## src/rtl/clk_rate_pkg.sv

```systemverilog
// Shared types and defaults for the clock-rate measurement responder.
package clk_rate_pkg;

   typedef enum logic [1:0] {
      IDLE     = 2'd0,
      COUNT    = 2'd1,
      WAIT_ACK = 2'd2
   } clk_rate_state_t;

   localparam int CLK_RATE_WIDTH       = 24;
   localparam int CLK_RATE_SYNC_STAGES = 2;

endpackage

```

## src/rtl/clk_rate_bit_sync.sv

```systemverilog
// Single-bit flop chain bringing a reference-domain control bit into clk_test.
module clk_rate_bit_sync #(
   parameter int STAGES = 2
) (
   input  logic clk_test,
   input  logic async_reset_clk_test,
   input  logic d_i,
   output logic q_o
);

   logic [STAGES-1:0] sync_q;

   // Shift the incoming level through the chain; the last stage is the safe copy.
   always_ff @(posedge clk_test or posedge async_reset_clk_test) begin
      if (async_reset_clk_test) begin
         sync_q <= {STAGES{1'b0}};
      end else begin
         sync_q <= {sync_q[STAGES-2:0], d_i};
      end
   end

   assign q_o = sync_q[STAGES-1];

endmodule

```

## src/rtl/clk_rate_responder.sv

```systemverilog
// Test-clock-side responder: counts clk_test cycles inside the synchronized gate
// window and publishes the result with a request/acknowledge toggle handshake.
module clk_rate_responder
   import clk_rate_pkg::*;
#(
   parameter int WIDTH       = CLK_RATE_WIDTH,
   parameter int SYNC_STAGES = CLK_RATE_SYNC_STAGES
) (
   input  logic             clk_test,
   input  logic             async_reset_clk_test,
   input  logic             gate_in,
   input  logic             ack_tgl_in,
   output logic [WIDTH-1:0] count_out,
   output logic             overflow_out,
   output logic             req_tgl_out,
   output logic             busy,
   output logic             dropped
);

   localparam logic [WIDTH-1:0] CNT_MAX = {WIDTH{1'b1}};

   logic             gate_s;
   logic             ack_s;
   logic             rise_s;
   logic             fall_s;

   clk_rate_state_t  state_q;
   logic             gate_prev_q;
   logic [WIDTH-1:0] cnt_q;
   logic             ovf_q;
   logic [WIDTH-1:0] count_q;
   logic             overflow_q;
   logic             req_tgl_q;
   logic             busy_q;
   logic             dropped_q;

   clk_rate_bit_sync #(.STAGES(SYNC_STAGES)) u_gate_sync (
      .clk_test             (clk_test),
      .async_reset_clk_test (async_reset_clk_test),
      .d_i                  (gate_in),
      .q_o                  (gate_s)
   );

   clk_rate_bit_sync #(.STAGES(SYNC_STAGES)) u_ack_sync (
      .clk_test             (clk_test),
      .async_reset_clk_test (async_reset_clk_test),
      .d_i                  (ack_tgl_in),
      .q_o                  (ack_s)
   );

   // Edges derive from one registered level, so rise and fall are mutually exclusive.
   assign rise_s = gate_s & ~gate_prev_q;
   assign fall_s = ~gate_s & gate_prev_q;

   // FSM, saturating counter and all published outputs.
   always_ff @(posedge clk_test or posedge async_reset_clk_test) begin
      if (async_reset_clk_test) begin
         state_q     <= IDLE;
         gate_prev_q <= 1'b0;
         cnt_q       <= {WIDTH{1'b0}};
         ovf_q       <= 1'b0;
         count_q     <= {WIDTH{1'b0}};
         overflow_q  <= 1'b0;
         req_tgl_q   <= 1'b0;
         busy_q      <= 1'b0;
         dropped_q   <= 1'b0;
      end else begin
         gate_prev_q <= gate_s;
         case (state_q)
            IDLE: begin
               if (rise_s) begin
                  cnt_q   <= {{(WIDTH-1){1'b0}}, 1'b1};
                  ovf_q   <= 1'b0;
                  state_q <= COUNT;
                  busy_q  <= 1'b1;
               end
            end
            COUNT: begin
               if (fall_s) begin
                  count_q    <= cnt_q;
                  overflow_q <= ovf_q;
                  req_tgl_q  <= ~req_tgl_q;
                  dropped_q  <= 1'b0;
                  state_q    <= WAIT_ACK;
               end else if (gate_s) begin
                  // Hold at all-ones rather than wrap; the flag records the lost count.
                  if (cnt_q == CNT_MAX) begin
                     ovf_q <= 1'b1;
                  end else begin
                     cnt_q <= cnt_q + {{(WIDTH-1){1'b0}}, 1'b1};
                  end
               end
            end
            WAIT_ACK: begin
               if (rise_s) begin
                  dropped_q <= 1'b1;
               end
               if (ack_s == req_tgl_q) begin
                  state_q <= IDLE;
                  busy_q  <= 1'b0;
               end
            end
            default: begin
               state_q <= IDLE;
               busy_q  <= 1'b0;
            end
         endcase
      end
   end

   assign count_out    = count_q;
   assign overflow_out = overflow_q;
   assign req_tgl_out  = req_tgl_q;
   assign busy         = busy_q;
   assign dropped      = dropped_q;

endmodule

```

## config.mk

```make
export PLATFORM = sky130hd
export DESIGN_NAME = clk_rate_responder
export DESIGN_NICKNAME = d
export VERILOG_FILES = /design/src/rtl/clk_rate_pkg.sv /design/src/rtl/clk_rate_bit_sync.sv /design/src/rtl/clk_rate_responder.sv
export SDC_FILE = /design/constraint.sdc
export NUM_CORES = 1
export LEC_CHECK = 0
export BUFFER_PORTS_ARGS = -buffer_cell sky130_fd_sc_hd__buf_2
export CAP_MARGIN = 20
export CORE_MARGIN = 10
export CORE_UTILIZATION = 35
export DETAILED_ROUTE_END_ITERATION = 6
export GPL_ROUTABILITY_DRIVEN = 0
export GPL_TIMING_DRIVEN = 0
export PLACE_DENSITY = 0.56
export SLEW_MARGIN = 5
export SYNTH_ARGS = -nofsm -noshare
export SYNTH_HDL_FRONTEND = slang
export SYNTH_SLANG_ARGS = --single-unit
```

## constraint.sdc

```tcl
create_clock -name clk_test -period 1.8 [get_ports clk_test]
set_input_delay 0.09 -clock clk_test [delete_from_list [all_inputs] [get_ports clk_test]]
set_output_delay 0.09 -clock clk_test [all_outputs]
set_load 0.03 [all_outputs]
```

Word level (Yosys, flattened, before mapping)
Cells that the tools add are included.

Output and inout port bits: 28. Bits in registers: 60.

Bitwise gates (word level): 6. Equality and inequality tests: 12. Muxes and demuxes: 19. Reductions and logical operators: 9. Add/subtract/negate cells: 1.

Operators with widths (number): 2-to-1 mux 24 bit (4); one-hot mux 24 bit (2 select lines) (1); adder 24 x 1 -> 24 bit, second input constant (1); == test 24 bit, second input constant (1); inequality test 2 bit, second input constant (7); AND reduction 5 bit (2); AND reduction 3 bit (3); 2-to-1 mux 1 bit (7); 2-to-1 mux 2 bit (3); one-hot mux 2 bit (3 select lines) (1); inverter 1 bit (4); one-hot mux 1 bit (2 select lines) (2); nonzero test 2 bit (2); one-hot mux 1 bit (3 select lines) (1); AND 1 bit (2); == test 2 x 1 -> 1 bit, second input constant (1); == test 2 bit, second input constant (1); logical NOT 2 bit (1); inequality test 2 x 1 -> 1 bit, second input constant (1); AND reduction 2 bit (1); == test 1 bit (1).

Depth between registers and ports, before layout
Gate-level depths: netlist of the first run.

Depth after elaboration: 5. Gate-level depth with buffers: 7. Gate-level depth less buffers: 6.

By module
From an unflattened synthesis of the first run, not the netlist that was laid out.

Cell total of the unflattened synthesis: 246. Area, all modules: 2708.8 um^2.

Modules (own cells, without submodules): clk_rate_responder (instances 1, cells each 240, area an instance 2601.2 um^2); clk_rate_bit_sync (instances 2, cells each 3, area an instance 53.8 um^2).

Worst setup path after synthesis of the first run
No wires, ideal clock.

Kind: reg-to-reg. Start: register cnt_q[0]. End: register cnt_q[7]. Stages on the path, launching flop included: 8. Library setup time: 77 ps. Data arrival time: 1703 ps. Path buffers: 1. Setup slack: 20 ps. Clock period less this slack: 1780 ps. Path through: dfrtp_1 > ha_1 > nand4_1 > nor3b_2 > a21o_1 > buf_6 > or4_1 > a21oi_1.

Cells in the longest elaborated chain, start to end: 5. Elaborated cells on any way between the ends: 8. Those cells by class: add/sub (1); eq/ne (2); mux (4); reduce/logical (1).

RTL lines: from (decl) (RTL line clk_rate_responder.sv:29) `logic [WIDTH-1:0] cnt_q;`; from (signal assigned) (RTL line clk_rate_responder.sv:60) `cnt_q <= {WIDTH{1'b0}};`; from (signal assigned) (RTL line clk_rate_responder.sv:72) `cnt_q <= {{(WIDTH-1){1'b0}}, 1'b1};`; from (signal assigned) (RTL line clk_rate_responder.sv:90) `cnt_q <= cnt_q + {{(WIDTH-1){1'b0}}, 1'b1};`; adder 24 x 1 -> 24 bit (RTL line clk_rate_responder.sv:90); 2-to-1 mux 24 bit (RTL line clk_rate_responder.sv:87) `if (cnt_q == CNT_MAX) begin`; 2-to-1 mux 24 bit (RTL line clk_rate_responder.sv:85) `end else if (gate_s) begin`; 2-to-1 mux 24 bit (RTL line clk_rate_responder.sv:79) `if (fall_s) begin`; one-hot mux 24 bit (2 select lines) (RTL line clk_rate_responder.sv:69) `case (state_q)`.

Several ways; a longest one is shown, not always the timed one. The select of a mux whose other input is x is not followed. A chain may end at the register's enable or synchronous reset.

Worst setup path after layout of the first run
Start: register cnt_q[1]. End: register cnt_q[15].

Same word-level chain as after synthesis.

==> results of run 1 <==
==> per-layer routing <==
| metal | GRT usage [%] | vias to the layer above | share of wire [%] |
|---|---|---|---|
| met1 | 13.2 | 1042 | 43 |
| met2 | 17.6 | 37 | 50 |
| met4 | 3.95 | 0 | 1.0 |
| li1 | - | 968 | - |
| met5 | 0 | - | 0 |
| met3 | 4.22 | 6 | 6.1 |
==> sequential cells by signal, summed over array words and instances, names as in the netlist <==
| name | flops |
|---|---|
| req_tgl_out | 1 |
| gate_prev_q | 1 |
| state_q | 2 |
| u_gate_sync.sync_q | 2 |
| u_ack_sync.sync_q | 2 |
| overflow_out | 1 |
| busy | 1 |
| count_out | 24 |
| dropped | 1 |
| cnt_q | 24 |
| ovf_q | 1 |
==> critical path, cell delays in order (launching register included) <==
cell and delay, ns:
dfrtp_1 0.40, ha_4 0.16, nand4_1 0.18, nor3b_4 0.30, buf_4 0.19, a21oi_4 0.09, and3_4 0.17, a211o_1 0.21
==> worst max-delay path by stage <==
| stage | startpoint | endpoint | slack (ns) | cells after the start |
|---|---|---|---|---|
| after floorplan | cnt_q[0] | cnt_q[7] | 0.02 | 7 |
| after global routing | cnt_q[1] | cnt_q[18] | -0.1 | 7 |
| after detailed placement | cnt_q[0] | cnt_q[22] | -0.32 | 7 |
| after CTS | cnt_q[0] | cnt_q[7] | 0.001 | 7 |
| final | cnt_q[1] | cnt_q[15] | -0.01 | 7 |
| after global placement | async_reset_clk_test | count_out[10] | -0.60 | 2 |
==> final cells by class <==
cell class / count / area [sq um] / area share [%]
Tap cell: 102 / 128 / 3.63
Buffer: 8 / 68.8 / 1.96
Inverter: 4 / 15.0 / 0.428
Timing Repair Buffer: 55 / 359 / 10.2
Sequential cell: 60 / 1500 / 42.8
Clock inverter: 1 / 5.00 / 0.143
Multi-Input combinational cell: 156 / 1250 / 35.6
Clock buffer: 14 / 183 / 5.20
==> metrics by stage <==
step | setup WS (ns) | cells | power [mW]
after floorplan | 0.0196 | 228 | 2.11
after global placement | -0.599 | 361 | 2.31
final | -0.0112 | 400 | 3.58
after CTS | 0.000990 | 393 | 3.61
after detailed placement | -0.324 | 362 | 2.32
after global routing | -0.0965 | 400 | 3.78
==> power groups by stage <==
stage                     combinational (mW)  clock [mW]  sequential, mW
final                                  0.868        1.14            1.58
after global routing                   0.940        1.25            1.60
after CTS                              0.850        1.18            1.57
after detailed placement               0.710           0            1.61
after global placement                 0.697           0            1.61
after floorplan                        0.389           0            1.72
==> layout by cell type (no fill, tap or decap), drive strengths merged, types with 4 or more instances in the layout <==
| master | n |
|---|---|
| a21oi | 6 |
| a31oi | 6 |
| and3 | 5 |
| buf | 59 |
| clkbuf | 15 |
| dfrtp | 60 |
| inv | 4 |
| mux2 | 25 |
| mux2i | 7 |
| nand2 | 26 |
| nand3 | 5 |
| nand4 | 15 |
| nor2 | 12 |
| nor3 | 4 |
| o21ai | 5 |
| xnor2 | 4 |
==> timing repair <==
action,in CTS,in global routing
resized for setup,13,8
endpoints found under the hold margin,38,0
setup buffers,14,6
pin swaps,9,9
endpoints found under the setup margin,40,36
hold buffers,3,0
gates cloned,0,1
==> cell families (layout without fill, tap and decap cells) <==
kind of cell | Yosys count | in the layout | synth area share [%]
muxes | 32 | 32 | 12.8
AOI/OAI and AO/OA | 34 | 35 | 9.39
and+or+nand+nor | 81 | 81 | 17.7
buffers and inverters | 13 | 82 | 2.78
xor gates and xnor gates | 7 | 7 | 2.23
DFF | 60 | 60 | 54.7
adders and majority gates | 1 | 1 | 0.456
==> out/summary.txt, run 1 <==
Status = complete, but fails checks
Failing checks = negative setup slack
CTS tree = built
Crit end category = flip-flop
Initial Util = 35.7%
Synth cell count leaders = dfrtp_1, mux2_2, nand2_1
Hold Crit Start = u_gate_sync.sync_q[0]
Port bufs = 31
Remaining Overflow, GRT = 0
Clock network fraction of total power = 31.8%
Synthesis-stage register bit count = 60
Detailed-router iteration count before antenna repair = 5
Max-cap viol count = 0
Chip width = 109 um
Final setup TNS = -0.0223 ns
Cell Pwr Density = 1020 nW/um^2
Post-route ant nets = 0
Synth warn = 0
Largest net degree at the start of global routing = 38
Post-layout min period = 1.81 ns
Routed WL per cell = 15.6 um
Clock Tree Buf Depth = 2
Sw Ratio = 31.1%
Mean Syn Cell Area = 12.0 sq um
Worst hold path type = flip-flop to flip-flop
Max Fanout on Critical Path = 5
Boundary Pins = 32
Synth Flop Type = dfrtp_1
Antenna diodes = 0
GR Util All Layers = 11.0%
Top cells by area, synth = dfrtp_1, mux2_2, nand2_1
Worst r2r path cells = 7
Initial drt markers = 84
Vias = 2053
Worst hold margin = 0.350 ns
Worst-path clk slew = 0.06 ns
Critical path arrival = 2.04 ns
Reg-to-Reg End = cnt_q[15]
Utilization after layout = 45.7%
Global-route wire length before repair = 10300 um
Post-synth EDFFs = 0
Final Routed Wirelength = 6220 um
Register share of total power = 44.0%
RSZ-0062 raised after global routing = yes
Layout cells sized above 1 = 41.6%
Post-route DRC = 0
Number of global-route vias before repair = 2039
Leakage = 1.78 nW
Count of clock tree sinks = 60
Final nets = 299
Post-route setup slack = -0.0112 ns
Final instance area = 3510 sq um
Number of buffers created by CTS = 9
Worst-Skew Late Latency = 0.34 ns
Num rows = 32
Die Y = 109 um
Synth Instances = 228
R2R Setup Slk = -0.01 ns
Area share of the largest cell type after synthesis = 54.7%
Seq/Total Area, Yosys = 54.7%
Cell internal pwr = 2.47 mW
Clock Skew = 0.00464 ns
Crit share post-route = 101%
Die ar. = 11800 sq um
HPWL after DPL = 4020 um
Hold Vio Cnt, Final = 0
Area Growth Syn to Fin = 27.9%
Slew headroom = 45.6%
CTS root buf = clkbuf_8
Combinational fraction of design power = 24.2%
Cell variety after synth = 47
Post-synth top area cell = dfrtp_1
Worst r2r src = cnt_q[1]
Cell Area, Placed = 3050 sq um
Worst hold endpoint = u_gate_sync.sync_q[1]
Most numerous cell in the Yosys netlist = dfrtp_1
Vias per cell = 5.13
Critical Path RT = 2.02 ns
Post-Syn Area = 2750 sq um
Switching power = 1.11 mW
Slew @ Worst Pin = 0.815 ns
Fraction of registers with async set/reset = 100%
H-tree Lvls = 3
Peak Freq = 552 MHz
Slew Limit Fails = 0
CP startpoint kind = flip-flop
Synthesized Nets = 233
Setup violators final = 2
Core Area = 7690 sq um
Worst VDD drop = 448 uV
Initial antenna violation count = 0
Hold Path Stages = 0
# fillers = 732
WS Path Type = flip-flop to flip-flop
Power figures use the tool's default switching activity.
==> inputs of run 2 (changes only) <==
CORE_ASPECT_RATIO = 0.5   (was unset)
==> run 2 against run 1 <==
  * The run still ends with negative setup slack left
  * Worst setup slack got worse by 0.055 ns
  * Routed wire length rose by 0.95%
  * Cell count rose by 1.5%
  * Via count fell by 2.5%
  * Combinational power rose by 1%
  * First-iteration DRC count rose by 86%
  * Total power rose by 20%
==> out/summary.txt, run 2 (synthesis gave the netlist of run 1 again) <==
Layout cells sized above 1 = 41.3%
Initial drt markers = 156
Slew Limit Fails = 0
Hold Vio Cnt, Final = 0
Worst-path clk slew = 0.05 ns
Num rows = 22
Status = complete, but fails checks
Uppermost layer routed = met4
Flip-flop and latch area = 1500 sq um
Vias per cell = 4.93
Core Area = 7490 sq um
Cell Area, Placed = 3060 sq um
Routed WL per cell = 15.5 um
Max Fanout on Critical Path = 8
Worst-Skew Late Latency = 0.33 ns
CTS root buf = clkbuf_16
Post-route DRC = 0
CTS tree = built
Number of buffers created by CTS = 9
Commonest non-fill, non-tap cell in the layout = dfrtp_1
Leakage = 1.84 nW
Initial antenna violation count = 0
Crit share post-route = 104%
Peak Freq = 536 MHz
Cell Pwr Density = 1170 nW/um^2
Detailed-router iteration count before antenna repair = 4
Boundary Pins = 32
GR Util All Layers = 10.9%
Failing checks = negative setup slack
Met2 wire length = 2850 um
RSZ-0062 raised after global routing = yes
Critical Path RT = 2.05 ns
Clock Tree Buf Depth = 2
Worst hold path type = flip-flop to flip-flop
Initial Util = 36.7%
Commonest cells after routing, fill and taps aside = dfrtp_1, buf_2, mux2_2
Antenna diodes = 0
Chip width = 145 um
Vias = 2001
Multi-input gate area = 1250 sq um
Max-cap viol count = 0
# fillers = 685
Metal-1 WL = 3000 um
Clock Skew = 0.00689 ns
Final instance area = 3650 sq um
CP startpoint kind = flip-flop
Worst hold margin = 0.347 ns
Global-route wire length before repair = 10400 um
Slew @ Worst Pin = 0.606 ns
WS Path Type = flip-flop to flip-flop
Remaining Overflow, GRT = 0
Post-layout min period = 1.87 ns
Pre-CTS setup slack = -0.270 ns
Die Y = 82.6 um
H-tree Lvls = 3
Number of global-route vias before repair = 2036
Setup violators final = 1
Final setup TNS = -0.0659 ns
Final Routed Wirelength = 6280 um
Slew headroom = 59.5%
Port bufs = 31
Critical path arrival = 2.12 ns
DR WL met3 = 346 um
Final nets = 298
Worst VDD drop = 556 uV
Area Growth Syn to Fin = 33.0%
Post-route ant nets = 0
HPWL after DPL = 4130 um
Die ar. = 12000 sq um
Count of clock tree sinks = 60
Post-route setup slack = -0.0659 ns
Largest net degree at the start of global routing = 35
Utilization after layout = 48.8%
Crit end category = flip-flop
-- run 2: cell count changes in the layout (fill, tap and decap cells not counted), moves of 2 or more --
cell / change
clkbuf_8: -12
clkbuf_16: +9
buf_4: -3
buf_6: +3
a21oi_2: -2
bufinv_16: +2
clkinv_2: +2
-- run 2: final timing paths --
| check | cells after the start | to | slack [ns] | startpoint |
|---|---|---|---|---|
| max | 7 | cnt_q[7] | -0.07 | cnt_q[0] |
| min | 0 | u_gate_sync.sync_q[1] | 0.35 | u_gate_sync.sync_q[0] |
| max reg2reg | 7 | cnt_q[7] | -0.07 | cnt_q[0] |
| min reg2reg | 0 | u_gate_sync.sync_q[1] | 0.35 | u_gate_sync.sync_q[0] |
| max in group asynchronous | 4 | cnt_q[13] | 0.80 | async_reset_clk_test |
| min in group asynchronous | 3 | u_gate_sync.sync_q[1] | 0.40 | async_reset_clk_test |
-- run 2: power by group --
| part | internal (mW) | switching (mW) |
|---|---|---|
| Combinational | 0.362 | 0.519 |
| Clock | 1.24 | 0.585 |
| Sequential | 1.47 | 0.0996 |
| Total | 3.08 | 1.20 |
-- run 2: metrics by stage --
| stage | instances | total power [mW] |
|---|---|---|
| floorplan | 228 | 2.11 |
| global placement | 367 | 2.30 |
| detailed placement | 368 | 2.32 |
| CTS | 399 | 4.27 |
| global route | 406 | 4.47 |
| finish | 406 | 4.28 |
-- run 2: worst max-delay path, cell delays in order, from the launching register on --
cell and delay [ns]:
dfrtp_2 0.42, ha_4 0.17, nand4_1 0.15, nor3b_4 0.08, a21o_1 0.20, buf_6 0.14, or4_4 0.48, a21oi_2 0.15
-- run 2: layout make-up --
class | count | share of cell area (%)
buffer | 8 | 1.95
clock buffer | 11 | 6.64
clock inverter | 5 | 2.05
inverter | 4 | 0.411
multi-input combinational | 156 | 34.1
sequential | 60 | 41.2
tap | 108 | 3.70
timing repair buffer | 54 | 9.93
-- run 2: per-layer routing --
metal	up-vias	track usage (%)
li1	961	-
met1	982	13.5
met2	50	17.4
met3	8	3.64
met4	0	4.81
met5	-	0
-- run 2: what timing repair did --
item	4_1_cts	5_1_grt
hold buffers	3	0
endpoints found under the hold margin	28	0
resized for setup	11	16
pin swaps	8	15
cloned	0	1
setup endpoints to repair	41	34
setup buffers	13	6
